==> src/rtl/unit_pkg.sv <==
// rtl/unit_pkg.sv - shared encodings and grid helpers for the turn controller
package unit_pkg;

    typedef logic [4:0] coord_t;

    localparam logic [1:0] U_MOVE   = 2'b00;
    localparam logic [1:0] U_ATTACK = 2'b01;
    localparam logic [1:0] U_HIT    = 2'b10;
    localparam logic [1:0] U_IDLE   = 2'b11;

    localparam logic [2:0] S_SELECT = 3'd0;
    localparam logic [2:0] S_MOVE   = 3'd1;
    localparam logic [2:0] S_ATTACK = 3'd2;
    localparam logic [2:0] S_ANIM   = 3'd3;
    localparam logic [2:0] S_ENEMY  = 3'd4;
    localparam logic [2:0] S_WIN    = 3'd5;
    localparam logic [2:0] S_LOSE   = 3'd6;

    function automatic logic [5:0] manhattan(input coord_t x0, input coord_t y0,
                                             input coord_t x1, input coord_t y1);
        logic [5:0] dx;
        logic [5:0] dy;
        dx = (x0 > x1) ? 6'(x0 - x1) : 6'(x1 - x0);
        dy = (y0 > y1) ? 6'(y0 - y1) : 6'(y1 - y0);
        return dx + dy;
    endfunction

endpackage

==> src/rtl/grid_cursor.sv <==
// rtl/grid_cursor.sv - clamped tile cursor with opposing-pulse cancellation
module grid_cursor
    import unit_pkg::*;
#(
    parameter int GRID_W = 20,
    parameter int GRID_H = 15,
    parameter int POS_W  = 9,
    parameter int X0     = 7,
    parameter int Y0     = 7
) (
    input  logic             clk,
    input  logic             rst,
    input  logic             freeze,
    input  logic             mv_left,
    input  logic             mv_right,
    input  logic             mv_up,
    input  logic             mv_down,
    output logic [4:0]       x,
    output logic [4:0]       y,
    output logic [POS_W-1:0] pos
);

    always_ff @(posedge clk) begin
        if (rst) begin
            x <= 5'(X0);
            y <= 5'(Y0);
        end else if (!freeze) begin
            if (mv_left && !mv_right && x != 5'd0)
                x <= x - 5'd1;
            else if (mv_right && !mv_left && x != 5'(GRID_W - 1))
                x <= x + 5'd1;
            if (mv_up && !mv_down && y != 5'd0)
                y <= y - 5'd1;
            else if (mv_down && !mv_up && y != 5'(GRID_H - 1))
                y <= y + 5'd1;
        end
    end

    assign pos = POS_W'(32'(y) * GRID_W + 32'(x));

endmodule

==> src/rtl/unit_turn_ctrl.sv <==
// rtl/unit_turn_ctrl.sv - player/enemy phase FSM, unit positions, HP and animation states
module unit_turn_ctrl
    import unit_pkg::*;
#(
    parameter int GRID_W      = 20,
    parameter int GRID_H      = 15,
    parameter int N_UNITS     = 4,
    parameter int POS_W       = 9,
    parameter int IDX_W       = 2,
    parameter int HP_W        = 4,
    parameter int UNIT_HP     = 8,
    parameter int MONSTER_HP  = 10,
    parameter int ATK_DMG     = 3,
    parameter int MOVE_RANGE  = 3,
    parameter int ATK_RANGE   = 2,
    parameter int ANIM_LEN    = 16,
    parameter int CUR_X0      = 7,
    parameter int CUR_Y0      = 7,
    parameter logic [N_UNITS*POS_W-1:0] INIT_POS = {9'd170, 9'd160, 9'd167, 9'd125},
    parameter int MONSTER_POS = 130
) (
    input  logic                       clk,
    input  logic                       rst,
    input  logic                       anim_tick,
    input  logic                       mv_left,
    input  logic                       mv_right,
    input  logic                       mv_up,
    input  logic                       mv_down,
    input  logic                       select_pulse,
    input  logic                       cancel_pulse,
    input  logic                       end_turn_pulse,
    input  logic [7:0]                 rand_num,
    output logic [POS_W-1:0]           cursor_pos,
    output logic [4:0]                 cursor_x,
    output logic [4:0]                 cursor_y,
    output logic [N_UNITS*POS_W-1:0]   unit_pos,
    output logic [2*N_UNITS-1:0]       unit_state,
    output logic [N_UNITS*HP_W-1:0]    unit_hp,
    output logic [N_UNITS-1:0]         unit_alive,
    output logic [HP_W-1:0]            monster_hp,
    output logic                       monster_state,
    output logic [IDX_W-1:0]           active_idx,
    output logic [2:0]                 phase,
    output logic                       game_over,
    output logic                       win
);

    localparam int     CNT_W  = $clog2(ANIM_LEN + 1);
    localparam coord_t MON_X  = coord_t'(MONSTER_POS % GRID_W);
    localparam coord_t MON_Y  = coord_t'(MONSTER_POS / GRID_W);
    localparam logic [5:0] MOVE_R = 6'(MOVE_RANGE);
    localparam logic [5:0] ATK_R  = 6'(ATK_RANGE);

    function automatic coord_t init_x(input int i);
        logic [POS_W-1:0] p;
        p = INIT_POS[i*POS_W +: POS_W];
        return coord_t'(32'(p) % GRID_W);
    endfunction

    function automatic coord_t init_y(input int i);
        logic [POS_W-1:0] p;
        p = INIT_POS[i*POS_W +: POS_W];
        return coord_t'(32'(p) / GRID_W);
    endfunction

    // Requested index first, then the next alive index upward with wrap.
    function automatic logic [IDX_W-1:0] pick_target(input logic [IDX_W-1:0] r,
                                                     input logic [N_UNITS-1:0] alv);
        int base;
        int j;
        logic [IDX_W-1:0] pick;
        base = int'(r) % N_UNITS;
        pick = IDX_W'(base);
        for (int k = N_UNITS - 1; k >= 0; k--) begin
            j = (base + k) % N_UNITS;
            if (alv[j]) pick = IDX_W'(j);
        end
        return pick;
    endfunction

    function automatic logic [2:0] post_phase(input logic [HP_W-1:0] m, input logic done);
        if (m == '0)
            return S_WIN;
        else if (done)
            return S_ENEMY;
        else
            return S_SELECT;
    endfunction

    coord_t             ux [N_UNITS];
    coord_t             uy [N_UNITS];
    logic [HP_W-1:0]    hp [N_UNITS];
    logic [N_UNITS-1:0] acted;
    logic [IDX_W-1:0]   tgt;
    logic [CNT_W-1:0]   cnt;

    logic               sel_found;
    logic [IDX_W-1:0]   sel_idx;
    logic               occupied;
    logic               own_tile;
    logic [5:0]         move_dist;
    logic [5:0]         atk_dist;
    logic               atk_ok;
    logic               anim_last;
    logic [HP_W-1:0]    mhp_after;
    logic [N_UNITS-1:0] act_oh;
    logic [N_UNITS-1:0] acted_after;
    logic               all_done;
    logic [IDX_W-1:0]   tgt_next;
    logic [HP_W-1:0]    hit_hp;
    logic [N_UNITS-1:0] tgt_oh;
    logic [N_UNITS-1:0] alive_after_hit;
    logic               unused_rand;

    assign unused_rand = ^rand_num;

    grid_cursor #(
        .GRID_W (GRID_W),
        .GRID_H (GRID_H),
        .POS_W  (POS_W),
        .X0     (CUR_X0),
        .Y0     (CUR_Y0)
    ) u_cursor (
        .clk      (clk),
        .rst      (rst),
        .freeze   (game_over),
        .mv_left  (mv_left),
        .mv_right (mv_right),
        .mv_up    (mv_up),
        .mv_down  (mv_down),
        .x        (cursor_x),
        .y        (cursor_y),
        .pos      (cursor_pos)
    );

    always_comb begin
        unit_alive = '0;
        for (int i = 0; i < N_UNITS; i++)
            unit_alive[i] = (hp[i] != '0);
    end

    // Dead units free their tile; the monster tile is always blocked.
    always_comb begin
        sel_found = 1'b0;
        sel_idx   = '0;
        occupied  = (cursor_x == MON_X) && (cursor_y == MON_Y);
        for (int i = 0; i < N_UNITS; i++) begin
            if (unit_alive[i] && ux[i] == cursor_x && uy[i] == cursor_y) begin
                occupied = 1'b1;
                if (!acted[i] && !sel_found) begin
                    sel_found = 1'b1;
                    sel_idx   = IDX_W'(i);
                end
            end
        end
    end

    assign own_tile        = (ux[active_idx] == cursor_x) && (uy[active_idx] == cursor_y);
    assign move_dist       = manhattan(ux[active_idx], uy[active_idx], cursor_x, cursor_y);
    assign atk_dist        = manhattan(ux[active_idx], uy[active_idx], MON_X, MON_Y);
    assign atk_ok          = (cursor_x == MON_X) && (cursor_y == MON_Y) && (atk_dist <= ATK_R);
    assign anim_last       = anim_tick && (cnt == CNT_W'(ANIM_LEN - 1));
    assign mhp_after       = (monster_hp > HP_W'(ATK_DMG)) ? monster_hp - HP_W'(ATK_DMG) : '0;
    assign act_oh          = N_UNITS'(1) << active_idx;
    assign acted_after     = acted | act_oh;
    assign all_done        = ((acted_after & unit_alive) == unit_alive);
    assign tgt_next        = pick_target(rand_num[IDX_W-1:0], unit_alive);
    assign hit_hp          = (hp[tgt] == '0) ? '0 : hp[tgt] - 1'b1;
    assign tgt_oh          = N_UNITS'(1) << tgt;
    assign alive_after_hit = unit_alive & ~((hit_hp == '0) ? tgt_oh : '0);

    always_ff @(posedge clk) begin
        if (rst) begin
            for (int i = 0; i < N_UNITS; i++) begin
                ux[i] <= init_x(i);
                uy[i] <= init_y(i);
                hp[i] <= HP_W'(UNIT_HP);
            end
            acted      <= '0;
            monster_hp <= HP_W'(MONSTER_HP);
            active_idx <= '0;
            phase      <= S_SELECT;
            cnt        <= '0;
            tgt        <= '0;
        end else begin
            case (phase)
                S_SELECT: begin
                    if (select_pulse && sel_found) begin
                        active_idx <= sel_idx;
                        phase      <= S_MOVE;
                    end else if (end_turn_pulse) begin
                        phase <= S_ENEMY;
                        tgt   <= tgt_next;
                        cnt   <= '0;
                    end
                end
                S_MOVE: begin
                    if (select_pulse) begin
                        if (own_tile) begin
                            phase <= S_ATTACK;
                        end else if (!occupied && move_dist <= MOVE_R) begin
                            ux[active_idx] <= cursor_x;
                            uy[active_idx] <= cursor_y;
                            phase          <= S_ATTACK;
                        end
                    end else if (cancel_pulse) begin
                        phase <= S_SELECT;
                    end
                end
                S_ATTACK: begin
                    if (select_pulse) begin
                        if (atk_ok) begin
                            phase <= S_ANIM;
                            cnt   <= '0;
                        end
                    end else if (cancel_pulse) begin
                        acted <= acted_after;
                        phase <= post_phase(monster_hp, all_done);
                        tgt   <= tgt_next;
                        cnt   <= '0;
                    end
                end
                S_ANIM: begin
                    if (anim_last) begin
                        monster_hp <= mhp_after;
                        acted      <= acted_after;
                        phase      <= post_phase(mhp_after, all_done);
                        tgt        <= tgt_next;
                        cnt        <= '0;
                    end else if (anim_tick) begin
                        cnt <= cnt + 1'b1;
                    end
                end
                S_ENEMY: begin
                    if (anim_last) begin
                        hp[tgt] <= hit_hp;
                        acted   <= '0;
                        phase   <= (|alive_after_hit) ? S_SELECT : S_LOSE;
                        cnt     <= '0;
                    end else if (anim_tick) begin
                        cnt <= cnt + 1'b1;
                    end
                end
                default: ;
            endcase
        end
    end

    always_comb begin
        unit_pos   = '0;
        unit_hp    = '0;
        unit_state = '0;
        for (int i = 0; i < N_UNITS; i++) begin
            unit_pos[i*POS_W +: POS_W] = POS_W'(32'(uy[i]) * GRID_W + 32'(ux[i]));
            unit_hp[i*HP_W +: HP_W]    = hp[i];
            unit_state[2*i +: 2]       = U_IDLE;
            if (unit_alive[i]) begin
                if (IDX_W'(i) == active_idx && phase == S_MOVE)
                    unit_state[2*i +: 2] = U_MOVE;
                else if (IDX_W'(i) == active_idx && (phase == S_ATTACK || phase == S_ANIM))
                    unit_state[2*i +: 2] = U_ATTACK;
                else if (IDX_W'(i) == tgt && phase == S_ENEMY)
                    unit_state[2*i +: 2] = U_HIT;
            end
        end
    end

    assign monster_state = (phase == S_ENEMY);
    assign game_over     = (phase == S_WIN) || (phase == S_LOSE);
    assign win           = (phase == S_WIN);

endmodule
==> config.mk <==
export PLATFORM = sky130hd
export DESIGN_NAME = unit_turn_ctrl
export DESIGN_NICKNAME = d
export VERILOG_FILES = /design/src/rtl/unit_pkg.sv /design/src/rtl/grid_cursor.sv /design/src/rtl/unit_turn_ctrl.sv
export SDC_FILE = /design/constraint.sdc
export NUM_CORES = 1
export LEC_CHECK = 0
export CAP_MARGIN = 20
export CORE_MARGIN = 2
export CORE_UTILIZATION = 40
export DETAILED_ROUTE_END_ITERATION = 10
export DONT_BUFFER_PORTS = 1
export PLACE_DENSITY = 0.53
export SYNTH_ARGS = -nofsm -noshare
export SYNTH_HDL_FRONTEND = slang
export SYNTH_SLANG_ARGS = --single-unit
==> constraint.sdc <==
create_clock -name clk -period 5.45 [get_ports clk]
set_input_delay 0.8175 -clock clk [delete_from_list [all_inputs] [get_ports clk]]
set_output_delay 0.8175 -clock clk [all_outputs]
set_load 0.02 [all_outputs]
==> flow_summary.json, run 1 <==
{
  "drtIter0Drc": 426,
  "syn_area_um2": 8546,
  "insertion_delay_ps": 360,
  "multi_input_area_um2": 5678,
  "pwr-share-clk_pct": 17.5,
  "finClkSkew_ps": 14.09,
  "yosys_most_used_dff": "edfxtp_1",
  "crit_family": "compound AO/OA/AOI/OAI gates",
  "ys_ff_latch": 90,
  "pre_cts_ws_ps": -168.6,
  "fmax_mhz": 193.6,
  "htreeDepth": 3,
  "relSlewSlack_pct": 37.93,
  "grt_pass1_vias": 6962,
  "setup_viol": 0,
  "min_period_ps": 5165,
  "totalWireLength_um": 25480,
  "leakagePower_nw": 4.042,
  "p_per_area_nw_per_um2": 348.3,
  "coreArea_um2": 21020,
  "layout_commonest_cell": "ha_1",
  "row_count": 53,
  "vias": 7101,
  "drc": 0,
  "clockBufferDepth": 2,
  "run_status": "completed",
  "numCtsBuffers": 9,
  "clock_sinks": 90,
  "cts_root_buf": "clkbuf_16",
  "finalWorstSetupSlack_ps": 285.2,
  "path_cells": "buf_4, mux4_2, inv_1, ha_1, inv_1, fa_1, a21o_1, nor2b_1, o21ai_1, buf_4, mux2_2, ha_1, a21oi_2, o2111ai_1, o31a_1, a221oi_2, xor2_1, nor4_2, or3b_4, nand2b_1",
  "fillCellCount": 2055,
  "yosysWarnings": 0,
  "die-width_um": 150.2,
  "viasPerCell": 5.530,
  "hold_slack_ps": 464.1,
  "overflow": 0,
  "tritoncts": "yes",
  "ant_nets": 0,
  "cp_slowest_stage_delay_ps": 560,
  "crit_fanout": 6,
  "cap_violations": 0,
  "layout_common_cells": "ha_1 (91), buf_4 (90), inv_1 (84)",
  "ys_seq_area_share_pct": 27.64,
  "async_flop_share_pct": 0,
  "clkSlewWorstSetupHoldPaths_ps": 70,
  "start_kind": "register",
  "synth_edf_count": 56,
  "dr.pass1.iters": 4,
  "hp-class": "register to register",
  "cp-end-kind": "register",
  "holdPathStages": 1,
  "grt_max_degree": 25,
  "fin_crit_sh_pct": 94.77,
  "worstPathArrival_ps": 5270,
  "p_int_mw": 1.891,
  "hpwlAfterDp_um": 20020,
  "cts_setup_buffers": 0,
  "synthDistinctLibCells": 81,
  "num_io_pins": 113,
  "drv_slew": 0,
  "syn_inst": 940,
  "cpMaxStageDelayCell": "mux4_2",
  "netSwitchingFraction_pct": 44.27,
  "drive_gt1_share_pct": 15.36,
  "rsz0062_at_grt": "false",
  "power.switching_mw": 1.502,
  "combPwrFrac_pct": 56.9,
  "cts_hold_buf": 0,
  "die-area_um2": 22550,
  "fin_tns_setup_ps": 0,
  "placed_area_um2": 9434,
  "crit_buf_inv": 4,
  "whs_endpoint": "cnt[4]",
  "wl_per_cell_um": 19.84,
  "routabilityCongestion": 0.9058,
  "synth.area.top_cells": "edfxtp_1 (20%), ha_1 (13%), dfxtp_1 (8.0%)",
  "synth_area_leader_cell": "edfxtp_1",
  "min_from": "cnt[4]",
  "hold_viol": 0,
  "layout.nets": 1131,
  "start_util_pct": 40.65,
  "final_area_um2": 9743,
  "path_class": "register to register",
  "r2r_cells": 20,
  "worst_pin_slew_ps": 929.0,
  "diodes": 0,
  "synth_fp_nets": 1067,
  "antenna_found_initial": 0,
  "place.port_buffers": 0,
  "seq_area_um2": 2367,
  "syn_to_final_growth_pct": 14.01,
  "die_y_um": 150.2,
  "worstPathRequired_ps": 5550,
  "p_seq_share_pct": 25.6,
  "synth_top_area_share_pct": 19.68,
  "ir_drop_mv": 0.1765,
  "r2r_setup_slack_ps": 290,
  "avgSynthCellArea_um2": 9.091,
  "rr_endpoint": "uy[0][2]",
  "track_usage_pct": 23.33,
  "grt_pass1_wl_um": 39790
}
layer usage:
metal	track usage, %	vias up	routed length (um)
met5	0	-	0
met4	7.123	0	505
met3	4.788	26	1413
met2	38.45	171	12120
met1	30.89	3432	11440
li1	-	3472	-
power groups by stage:
stage	registers, mW	logic [mW]	clock network, mW
final	0.870	1.93	0.593
after global routing	0.881	2.14	0.625
after CTS	0.869	1.89	0.605
after detailed placement	0.884	1.88	0
after global placement	0.884	1.87	0
after floorplan	0.865	1.35	0
metrics by stage:
stage,instances,utilization (%),total power [mW]
floorplan,940,-,2.211
global placement,1268,44.88,2.752
detailed placement,1268,44.88,2.760
CTS,1284,46.20,3.363
global route,1284,46.35,3.641
finish,1284,46.35,3.393
flip-flops by register name, summed over array words and instances (netlist names), named ones only:
| name | flops |
|---|---|
| acted | 4 |
| active_idx | 2 |
| cnt | 5 |
| hp | 16 |
| monster_hp | 4 |
| phase | 3 |
| tgt | 2 |
| u_cursor.x | 5 |
| u_cursor.y | 5 |
| ux | 20 |
| uy | 20 |
worst max path at each step:
| stage | slack [ps] | depth (start not counted) | endpoint | startpoint |
|---|---|---|---|---|
| floorplan | 210 | 21 | uy[0][1] | register |
| global placement | -100 | 18 | uy[0][2] | register |
| detailed placement | -170 | 16 | uy[0][2] | register |
| CTS | 10 | 20 | uy[0][2] | register |
| global route | 5 | 20 | ux[2][0] | register |
| finish | 290 | 20 | uy[0][2] | register |
timing repair:
item	CTS	global route
gates resized for setup	3	11
hold endpoints to repair	0	0
pin swaps	0	2
setup endpoints to repair	61	83
gates cloned	0	0
kinds of logic (layout without fill, tap and decap cells):
family	Yosys count	in the layout	synth area share [%]
compound gates	188	188	14.55
mux	30	30	5.637
xor+xnor	97	97	9.941
buf+inv	128	197	6.369
fa+ha+maj	110	110	17.66
flops	90	90	27.64
simple gates	297	297	18.20
cell usage after synthesis (5+ instances only):
library cell	count
clkbuf_1	14
mux2i_1	11
nand2_1	65
buf_2	15
buf_4	10
o21a_1	8
nor3_1	27
o211ai_1	9
xnor2_1	44
edfxtp_1	56
a211oi_1	7
and2_1	14
nor4_1	10
o21ai_0	39
or3_1	8
a31oi_1	8
fa_1	18
nand3_1	25
mux2_2	5
xor2_1	53
nand2b_1	14
ha_1	91
mux4_2	11
nand4_1	8
nor2b_1	19
a21o_1	19
o2111ai_1	7
dfxtp_1	34
a21oi_1	48
inv_1	84
nor3b_1	6
nor2_1	73
cell type report:
| class | instances | share of cell area (%) |
|---|---|---|
| clock buffer | 11 | 2.389 |
| inverter | 87 | 3.352 |
| clock inverter | 5 | 0.3981 |
| timing repair buffer | 94 | 7.757 |
| multi-input combinational | 722 | 58.28 |
| sequential | 90 | 24.30 |
| tap | 275 | 3.532 |
worst register-to-register path: stages, from the launching register on:
cell and delay (ps):
dfxtp_4 400, buf_4 130, mux4_2 560, inv_1 110
ha_1 140, inv_1 50, fa_1 380, a21o_1 180
nor2b_1 140, o21ai_1 110, buf_4 160, mux2_2 350
ha_1 290, a21oi_2 190, o2111ai_1 180, o31a_1 150
a221oi_2 290, xor2_1 170, nor4_2 320, or3b_4 470
nand2b_1 160
Power figures use the tool's default switching activity.
==> run 2: changes to the inputs <==
- CTS_BUF_LIST: not set -> sky130_fd_sc_hd__clkbuf_8 sky130_fd_sc_hd__clkbuf_16
==> run 2 against run 1 <==
  * Setup slack about the same
  * First-iteration DRC count stayed put
  * Power down 0.15%
  * Non-clock buffer count did not move
  * Final area did not move
  * Register-to-register slack barely moved
  * Sequential share of layout area unchanged
  * Routed wire length about the same
  * Critical path type unchanged
  * Highest routed layer unchanged
==> flow_summary.json, run 2 (synthesis gave the netlist of run 1 again) <==
{
  "run_status": "completed",
  "start_kind": "register",
  "relSlewSlack_pct": 37.93,
  "setup_viol": 0,
  "grt_max_degree": 25,
  "placed_area_um2": 9434,
  "rsz0062_at_grt": "false",
  "crit_fanout": 6,
  "min_period_ps": 5165,
  "layout_common_cells": "ha_1 (91), buf_4 (90), inv_1 (86)",
  "cts_root_buf": "clkbuf_16",
  "cts_hold_buf": 0,
  "totalWireLength_um": 25450,
  "row_count": 53,
  "hp-class": "register to register",
  "insertion_delay_ps": 360,
  "cts_setup_buffers": 0,
  "grt_pass1_vias": 6962,
  "diodes": 0,
  "num_io_pins": 113,
  "rr_endpoint": "uy[0][2]",
  "syn_to_final_growth_pct": 14.01,
  "fmax_mhz": 193.6,
  "drv_slew": 0,
  "r2r_setup_slack_ps": 290,
  "r2r_cells": 20,
  "routabilityCongestion": 0.9058,
  "grt_pass1_wl_um": 39790,
  "antenna_found_initial": 0,
  "endpoint": "uy[0][2]",
  "p_per_area_nw_per_um2": 347.7,
  "worstPathRequired_ps": 5550,
  "finClkSkew_ps": 14.02,
  "drive_gt1_share_pct": 15.36,
  "wl_per_cell_um": 19.82,
  "layout_commonest_cell": "ha_1",
  "die-area_um2": 22550,
  "die_y_um": 150.2,
  "worst_pin_slew_ps": 929.0,
  "total_power_mw": 3.388,
  "largestRegisters": "ux x20, uy x20, hp x16",
  "path_class": "register to register",
  "place.port_buffers": 0,
  "drtIter0Drc": 426,
  "numCtsBuffers": 9,
  "fin_crit_sh_pct": 94.77,
  "coreArea_um2": 21020,
  "cap_violations": 0,
  "pre_cts_ws_ps": -168.6,
  "die-width_um": 150.2,
  "layout.nets": 1131,
  "clockBufferDepth": 2,
  "start_util_pct": 40.65,
  "hpwlAfterDp_um": 20020,
  "ant_nets": 0,
  "track_usage_pct": 23.33,
  "leakagePower_nw": 4.050,
  "final_area_um2": 9743,
  "viasPerCell": 5.530,
  "htreeDepth": 3,
  "drc": 0,
  "tritoncts": "yes",
  "overflow": 0,
  "worstPathArrival_ps": 5260,
  "utilization_pct": 46.35,
  "hold_viol": 0,
  "dr.pass1.iters": 5,
  "fin_tns_setup_ps": 0,
  "finalWorstSetupSlack_ps": 285.3,
  "ir_drop_mv": 0.1765,
  "vias": 7101,
  "clock_sinks": 90,
  "clkSlewWorstSetupHoldPaths_ps": 70,
  "cp-end-kind": "register"
}
==> run 2: area by class of cell <==
class                   count  area (um2)
clock buffers               9       225.2
clock inverters             7       46.29
flip-flops and latches     90        2367
well taps                 275       344.1
fillers                  2055       11280
repair buffers             94       755.7
multi-input cells         722        5678
inverters                  87       326.6
==> run 2: what timing repair did <==
| item | CTS | global route |
|---|---|---|
| resized for setup | 3 | 11 |
| endpoints found under the setup margin | 61 | 83 |
| pin swaps | 0 | 2 |
==> run 2: critical path, stage by stage, from the launching register on <==
cell       delay, ps
dfxtp_4          400
buf_4            130
mux4_2           560
inv_1            110
ha_1             140
inv_1             50
fa_1             380
a21o_1           180
nor2b_1          140
o21ai_1          110
buf_4            160
mux2_2           350
ha_1             290
a21oi_2          190
o2111ai_1        180
o31a_1           150
a221oi_2         290
xor2_1           170
nor4_2           320
or3b_4           470
nand2b_1         150
==> run 2: metrics by stage <==
stage               hold slack, ps  instances
floorplan                    445.1        940
finish                       464.1       1284
global route                 471.3       1284
CTS                          468.0       1284
global placement             453.4       1268
detailed placement           459.5       1268
==> run 2: how the worst min path moves through the flow <==
stage	start	endpoint	cells after the start
after floorplan	cnt[4]	cnt[4]	1
after global placement	cnt[4]	cnt[4]	1
after detailed placement	cnt[4]	cnt[4]	1
after CTS	cnt[4]	cnt[4]	1
after global routing	cnt[4]	cnt[4]	1
final	cnt[4]	cnt[4]	1
==> run 2: metal layers <==
metal | up-vias | GRT usage (%) | part of all wire, %
li1 | 3473 | - | -
met1 | 3422 | 30.89 | 45
met2 | 181 | 38.45 | 48
met3 | 25 | 4.788 | 5.8
met4 | 0 | 7.123 | 2.0
met5 | - | 0 | 0
==> run 2: power breakdown <==
part	total (mW)	switching (mW)	leakage (nW)	internal, mW
sequential	0.870	0.0990	0.800	0.771
clock	0.589	0.280	0.139	0.309
combinational	1.93	1.12	3.11	0.807
==> run 3: changes to the inputs <==
- CORE_UTILIZATION: 40 -> 53
- PLACE_DENSITY: 0.53 -> 0.68
- SKIP_LAST_GASP: not set -> 1
==> run 3 against run 2 <==
  * Critical path depth rose by 2
  * First-iteration DRC count rose by 40%
  * Setup slack got worse by 190 ps
  * Combinational power rose by 8%
  * Power rose by 4.6%
  * Via count rose by 3.3%
  * Utilization rose by 16 points
  * Routed wire length fell by 3.2%
  * Largest cell class unchanged
==> flow_summary.json, run 3 (synthesis gave the netlist of run 1 again) <==
{
  "ir_drop_mv": 0.3454,
  "cts_root_buf": "clkbuf_16",
  "drive_gt1_share_pct": 17.54,
  "vias": 7336,
  "fin_crit_sh_pct": 98.16,
  "wl_per_cell_um": 20.02,
  "htreeDepth": 3,
  "finClkSkew_ps": 8.324,
  "row_count": 46,
  "num_io_pins": 113,
  "viasPerCell": 5.959,
  "hold_viol": 0,
  "ant_nets": 0,
  "worstPathArrival_ps": 5460,
  "worst_pin_slew_ps": 950.1,
  "clock_sinks": 90,
  "coreArea_um2": 15830,
  "die-width_um": 131.0,
  "fillCellCount": 1337,
  "worstPathRequired_ps": 5560,
  "min_period_ps": 5350,
  "layout_commonest_cell": "buf_4",
  "crit_fanout": 6,
  "largestRegisters": "ux x20, uy x20, hp x16",
  "overflow": 0,
  "insertion_delay_ps": 360,
  "layout_common_cells": "buf_4 (91), ha_1 (90), inv_1 (83)",
  "numCtsBuffers": 9,
  "routabilityCongestion": 0.9314,
  "cap_violations": 0,
  "relSlewSlack_pct": 36.52,
  "run_status": "completed",
  "grt_pass1_wl_um": 37650,
  "drv_slew": 0,
  "met1_length_um": 10720,
  "grt_max_degree": 25,
  "grt_pass1_vias": 6882,
  "path_class": "register to register",
  "hpwlAfterDp_um": 19280,
  "dr.pass1.iters": 5,
  "clkSlewWorstSetupHoldPaths_ps": 70,
  "antenna_found_initial": 0,
  "leakagePower_nw": 4.142,
  "die-area_um2": 17160,
  "cp-end-kind": "register",
  "route.met3.wl_um": 1988,
  "syn_to_final_growth_pct": 15.56,
  "cp_slowest_stage_delay_ps": 530,
  "place.port_buffers": 0,
  "track_usage_pct": 28.90,
  "utilization_pct": 62.40,
  "fmax_mhz": 186.9,
  "tritoncts": "yes",
  "met2_length_um": 11550,
  "layout.cells.non_filler": 1231,
  "cpMaxStageDelayCell": "mux4_2",
  "diodes": 0,
  "setup_viol": 0,
  "highest_layer": "met4",
  "start_util_pct": 53.99,
  "drc": 0,
  "die_y_um": 131.0,
  "path_cells": "buf_8, mux4_2, inv_2, ha_2, inv_2, fa_2, a21o_1, nor2b_1, o21ai_1, buf_4, mux2i_2, xnor2_1, ha_1, buf_4, nand3_2, o211ai_1, nor3b_1, a221oi_2, xor2_2, nor4_4, or3b_4, nand2b_4",
  "hold_slack_ps": 470.9,
  "layout.nets": 1137,
  "crit_family": "simple AND/OR/NAND/NOR gates",
  "totalWireLength_um": 24640,
  "crit_buf_inv": 5,
  "p_per_area_nw_per_um2": 359.0,
  "start_kind": "register",
  "drtIter0Drc": 596,
  "dp_cells": 1207,
  "clockBufferDepth": 2,
  "hp-class": "register to register"
}
run 3: changes by cell type in the layout (fill, tap and decap cells not counted), sizes merged:
cell      change
inv           -1
buf           +5
clkbuf        +1
clkinvlp      +1
run 3: path summary, 6_finish.rpt:
| path | start | to | slack [ps] | cells past startpoint |
|---|---|---|---|---|
| min reg2reg | cnt[4] | cnt[4] | 470 | 1 |
| max reg2reg | register | uy[0][2] | 100 | 22 |
| max | register | uy[0][2] | 100 | 22 |
| min | cnt[4] | cnt[4] | 470 | 1 |
run 3: stage by stage:
stage / setup TNS (ps) / total power, mW / setup WS [ps] / instance area, um2
floorplan: 0 / 2.211 / 208.3 / 8546
global placement: -983.1 / 2.714 / -107.0 / 9358
detailed placement: -4910 / 2.737 / -198.9 / 9358
CTS: 0 / 3.352 / 4.630 / 9651
global route: -1920 / 3.760 / -59.88 / 9876
finish: 0 / 3.545 / 100.2 / 9876
run 3: layer usage:
metal	vias up	track usage (%)
met5	-	0
met4	0	5.757
met3	28	5.904
met2	281	46.02
met1	3539	41.09
li1	3488	-
run 3: worst register-to-register path, delay by kind of cell (launching register included):
family / cells / cell delay (ps)
adders and majority gates: 3 / 880
muxes: 2 / 760
and+or+nand+nor: 6 / 1300
AOI/OAI and AO/OA: 4 / 900
DFF: 1 / 410
xor gates and xnor gates: 2 / 310
buffers and inverters: 5 / 560
run 3: final cells by class:
cell class	count	area, um2	share of cell area [%]
multi-input combinational	722	5788	58.61
sequential	90	2366	23.96
timing repair buffer	100	845.8	8.565
inverter	87	326.6	3.307
tap	216	270.3	2.737
clock buffer	9	225.2	2.281
clock inverter	7	53.80	0.5448
run 3: power breakdown:
part	switching (mW)	internal, mW
Sequential	0.0964	0.771
Clock	0.279	0.312
Combinational	1.21	0.876
Total	1.59	1.96
run 3: what timing repair did:
item | CTS | global route
cloned | 0 | 1
setup endpoints to repair | 65 | 83
resized for setup | 4 | 35
buffers inserted | 0 | 7
pin swaps | 2 | 10
endpoints found under the hold margin | 0 | 0
hold buffers | 0 | 0
